===== src/rtl/sram_pkg.sv =====
// sram_pkg: shared widths, FSM state and owner types for sram_arbiter.
package sram_pkg;
   localparam int DEF_ADDR_W = 20;
   localparam int DEF_DATA_W = 16;
   typedef enum logic [2:0] {IDLE, RD1, RD2, WR1, WR2, WR3, DONE} state_e;
   typedef enum logic {OWN_VIDEO, OWN_GAME} owner_e;
endpackage


===== src/rtl/sram_arbiter.sv =====
// sram_arbiter: video/game arbiter for one async SRAM, one transaction in flight.
// SRAM_ARB_RR_EN: round-robin on simultaneous requests (default: fixed video priority).
module sram_arbiter
   import sram_pkg::*;
#(
   parameter int ADDR_W = DEF_ADDR_W,
   parameter int DATA_W = DEF_DATA_W
) (
   input  logic              Clk,
   input  logic              Reset,
   input  logic              v_req,
   input  logic [ADDR_W-1:0] v_addr,
   output logic              v_ack,
   output logic [DATA_W-1:0] v_rdata,
   input  logic              c_req,
   input  logic              c_we,
   input  logic [ADDR_W-1:0] c_addr,
   input  logic [DATA_W-1:0] c_wdata,
   input  logic [1:0]        c_be,
   output logic              c_ack,
   output logic [DATA_W-1:0] c_rdata,
   output logic [ADDR_W-1:0] SRAM_ADDR,
   output logic              SRAM_CE_N,
   output logic              SRAM_OE_N,
   output logic              SRAM_WE_N,
   output logic              SRAM_UB_N,
   output logic              SRAM_LB_N,
   input  logic [DATA_W-1:0] Data_from_SRAM,
   output logic [DATA_W-1:0] Data_to_SRAM,
   output logic              SRAM_drive,
   output logic              busy
);
   state_e              state_q, state_d;
   owner_e              owner_q, owner_d;
   logic [ADDR_W-1:0]   addr_q, addr_d;
   logic                we_q, we_d;
   logic [DATA_W-1:0]   wdata_q, wdata_d;
   logic [1:0]          be_q, be_d;
   logic [DATA_W-1:0]   v_rdata_q, v_rdata_d;
   logic [DATA_W-1:0]   c_rdata_q, c_rdata_d;
   logic                gnt_v;
   logic                active;
`ifdef SRAM_ARB_RR_EN
   owner_e              rr_q, rr_d;
   assign gnt_v = v_req && (!c_req || rr_q == OWN_VIDEO);
`else
   assign gnt_v = v_req;
`endif
   always_comb begin
      state_d   = state_q;
      owner_d   = owner_q;
      addr_d    = addr_q;
      we_d      = we_q;
      wdata_d   = wdata_q;
      be_d      = be_q;
      v_rdata_d = v_rdata_q;
      c_rdata_d = c_rdata_q;
`ifdef SRAM_ARB_RR_EN
      rr_d      = rr_q;
`endif
      case (state_q)
         IDLE: if (v_req || c_req) begin
            owner_d = gnt_v ? OWN_VIDEO : OWN_GAME;
            addr_d  = gnt_v ? v_addr : c_addr;
            we_d    = !gnt_v && c_we;
            be_d    = gnt_v ? 2'b11 : c_be;
            wdata_d = gnt_v ? wdata_q : c_wdata;
            state_d = we_d ? WR1 : RD1;
`ifdef SRAM_ARB_RR_EN
            rr_d    = gnt_v ? OWN_GAME : OWN_VIDEO;
`endif
         end
         RD1: state_d = RD2;
         RD2: begin
            state_d = DONE;
            if (owner_q == OWN_VIDEO) v_rdata_d = Data_from_SRAM;
            else c_rdata_d = Data_from_SRAM;
         end
         WR1: state_d = WR2;
         WR2: state_d = WR3;
         WR3: state_d = DONE;
         default: state_d = IDLE;
      endcase
   end
   always_ff @(posedge Clk) begin
      if (!Reset) begin
         state_q   <= IDLE;
         owner_q   <= OWN_VIDEO;
         addr_q    <= '0;
         we_q      <= 1'b0;
         wdata_q   <= '0;
         be_q      <= '0;
         v_rdata_q <= '0;
         c_rdata_q <= '0;
`ifdef SRAM_ARB_RR_EN
         rr_q      <= OWN_VIDEO;
`endif
      end else begin
         state_q   <= state_d;
         owner_q   <= owner_d;
         addr_q    <= addr_d;
         we_q      <= we_d;
         wdata_q   <= wdata_d;
         be_q      <= be_d;
         v_rdata_q <= v_rdata_d;
         c_rdata_q <= c_rdata_d;
`ifdef SRAM_ARB_RR_EN
         rr_q      <= rr_d;
`endif
      end
   end
   // Strobes are decoded from registered state only, so they never follow request inputs.
   assign active       = state_q inside {RD1, RD2, WR1, WR2, WR3};
   assign SRAM_ADDR    = addr_q;
   assign SRAM_CE_N    = !active;
   assign SRAM_OE_N    = !(state_q inside {RD1, RD2});
   assign SRAM_WE_N    = state_q != WR2;
   assign SRAM_UB_N    = !(active && be_q[1]);
   assign SRAM_LB_N    = !(active && be_q[0]);
   assign SRAM_drive   = state_q inside {WR1, WR2, WR3};
   assign Data_to_SRAM = wdata_q;
   assign busy         = state_q != IDLE;
   assign v_ack        = state_q == DONE && owner_q == OWN_VIDEO;
   assign c_ack        = state_q == DONE && owner_q == OWN_GAME;
   assign v_rdata      = v_rdata_q;
   assign c_rdata      = c_rdata_q;
endmodule


===== config.mk =====
export PLATFORM = sky130hd
export DESIGN_NAME = sram_arbiter
export DESIGN_NICKNAME = d
export VERILOG_FILES = /design/src/rtl/sram_pkg.sv /design/src/rtl/sram_arbiter.sv
export SDC_FILE = /design/constraint.sdc
export NUM_CORES = 1
export LEC_CHECK = 0
export BUFFER_PORTS_ARGS = -buffer_cell sky130_fd_sc_hd__buf_2
export CORE_MARGIN = 3
export CORE_UTILIZATION = 35
export DETAILED_ROUTE_END_ITERATION = 10
export PLACE_DENSITY = 0.64
export SKIP_LAST_GASP = 1
export SLEW_MARGIN = 20
export SYNTH_ARGS = -nofsm -noshare
export SYNTH_HDL_FRONTEND = slang
export SYNTH_SLANG_ARGS = --single-unit

===== constraint.sdc =====
create_clock -name Clk -period 3.6 [get_ports Clk]
set_clock_uncertainty 0.2 [all_clocks]
set_input_delay 0.36 -clock Clk [delete_from_list [all_inputs] [get_ports Clk]]
set_output_delay 0.36 -clock Clk [all_outputs]
set_load 0.02 [all_outputs]

==> out/results.tsv <==
metric	value	unit
critPathBufInv	3	
synth_fa_ha_area_share	0.4026	%
viasPerCell	4.793	
grt_pass1_wl	13100	um
worstPathMaxFanout	13	
clk_pin_slew	0.08	ns
drive_gt1_share	36.29	%
die-area	10050	um2
cpLargestDelayFamily	buffers and inverters	
final_cells	590	
clkSinkCount	74	
seq_area_frac_synth	47.67	%
place.gp.congestion	0.8022	
insertion_delay	0.32	ns
syn_area	3108	um2
htree_levels	3	
synth_area_per_cell	9.035	um2
wl_per_cell	13.88	um
fin_util	48.43	%
power.total	2291	uW
startpoint_type	register	
nets	560	
fin_crit_sh	62.84	%
post_synth_main_area_contributors	dfxtp_1 48%, mux2i_1 12%, nand3_1 8.4%	
die_h	100.2	um
hold_buffers	0	
grt_max_degree	79	
post-route-min-period	2.262	ns
ios	156	
worstPathCellList	nor3_4, buf_4, inv_2, buf_2	
initial_utilization	36.90	%
ir_drop	191.2	uV
synth_nets	424	
cellLeakagePower	0.002115	uW
totalWireLength	8189	um
status	complete, no violations	
drv_slew	0	
track_usage	16.20	%
rsz0062_at_grt	no	
dp_hpwl	6019	um
final-setup-viol-count	0	
synth-seq-cells	74	
hp-class	input pin to register	
fin_setup_tns	0	ns
synth_edf_count	0	
cp-end-kind	output port	
drt_iter0_markers	131	
max_clock_freq	442.0	MHz
synthSimpleGateAreaFrac	20.49	%
core	8423	um2
critPathKind	register to output port	
synth.area.mux_share	11.92	%
nFillCells	853	
yosys_most_used_dff	dfxtp_1	
synth_warnings	0	
postRouteAntennaNets	0	
syn_to_final_growth	31.24	%
worst_slew_pin_slew	0.9267	ns
fp.dieW	100.2	um
cts_resized	0	
fp-row-count	33	
synth_common_cells	74 x dfxtp_1, 69 x nand2_1, 52 x nand3_1, 37 x mux2i_1, 33 x o21ai_1	
synth_top_area_share	47.67	%
grt_pass1_vias	2733	
port_buffers	155	
hold_violations	0	
yosysTopAreaCell	dfxtp_1	
worst_ep_arrival_time	1.70	ns
drtPass1Iterations	4	
slowest_stage	nor3_4	
yosysUniqueCellTypes	32	
max_cap_viol_count	0	
power.density	561.7	nW/um2
clk_path_buf_depth	2	
synth_top_family_by_area	simple AND/OR/NAND/NOR gates	
syn_inst	344	
max_stage_delay	0.45	ns
overflow	0	
vias	2828	
synthArstFlopShare	0	%
cts_buffers	9	
antenna_found_initial	0	
cts_tree	yes	
cts-root-buf	clkbuf_8	
synth_xor_area_share	0.2818	%
post_cts_buffers	0	
drc	0	
max_slew_margin	38.22	%
synth_compound_area_share	13.20	%
yosysMostFrequentCell	dfxtp_1	
place_inst	574	
whs	0.06130	ns
cp.required	3.04	ns
antenna_cells	0	
-- power by group --
part,internal (uW),switching [uW],total [uW]
registers,928,70.8,999
clock network,359,282,641
logic,242,409,651
-- worst register-to-register path: stages (launching register included) --
cell and delay, ns:
dfxtp_1 0.40, nor3_4 0.46, buf_4 0.28, inv_2 0.08
nor3b_4 0.18, buf_4 0.32, mux2i_1 0.23
-- cells in the final DEF, fill, tap and decap left out, types with 2 or more instances in the layout --
| cell | count |
|---|---|
| o221a_1 | 2 |
| inv_1 | 3 |
| nor4b_1 | 2 |
| nor2_1 | 2 |
| mux2i_1 | 37 |
| o21ai_1 | 33 |
| buf_2 | 154 |
| dfxtp_1 | 74 |
| o211a_1 | 20 |
| buf_4 | 5 |
| nand2_1 | 69 |
| clkbuf_8 | 11 |
| nand3_1 | 52 |
| clkbuf_1 | 3 |
-- kinds of logic (layout without fill, tap and decap cells) --
logic type	after synthesis	after routing
buf+inv	38	179
compound gates	58	58
xor+xnor	1	1
fa+ha+maj	1	1
simple gates	135	135
flops	74	74
mux	37	37
-- sequential cells by signal, indices dropped and copies added, names as in the netlist --
| register | count |
|---|---|
| c_rdata | 16 |
| state_q | 3 |
| owner_q | 1 |
| Data_to_SRAM | 16 |
| v_rdata | 16 |
| be_q | 2 |
| SRAM_ADDR | 20 |
-- path summary, 6_finish.rpt --
| check | startpoint | cells after the start | end | slack, ns |
|---|---|---|---|---|
| max | state_q[2]$_SDFFE_PN0P_ | 4 | busy | 1.34 |
| min | Data_from_SRAM[9] | 3 | c_rdata[9]$_SDFFE_PN0P_ | 0.06 |
| min reg2reg | c_rdata[0]$_SDFFE_PN0P_ | 2 | c_rdata[0]$_SDFFE_PN0P_ | 0.24 |
| max reg2reg | state_q[2]$_SDFFE_PN0P_ | 6 | Data_to_SRAM[8]$_SDFFE_PN0P_ | 1.38 |
-- routing by layer --
metal	GRT usage, %	share of wire, %	vias to the layer above
li1	-	-	1464
met1	20.07	43	1285
met2	27.37	50	68
met3	3.405	6.0	11
met4	6.528	1.5	0
met5	0	0	-
-- cell type report --
| cell class | count | area (um2) | share of cell area [%] |
|---|---|---|---|
| flip-flops and latches | 74 | 1481 | 36.32 |
| repair buffers | 159 | 808.3 | 19.82 |
| multi-input cells | 232 | 1445 | 35.43 |
| well taps | 105 | 131.4 | 3.221 |
| clock inverters | 2 | 35.03 | 0.8589 |
| inverters | 4 | 15.01 | 0.3681 |
| clock buffers | 14 | 162.7 | 3.988 |
-- metrics by stage --
step / area [um2] / worst slack, ns
2_1_floorplan: 3108 / 1.691
3_3_place_gp: 3881 / 1.291
6_report: 4079 / 1.338
4_1_cts: 4079 / 1.324
3_5_place_dp: 3881 / 1.242
5_1_grt: 4079 / 1.171
Note: power is estimated with default switching activity, not from simulation.
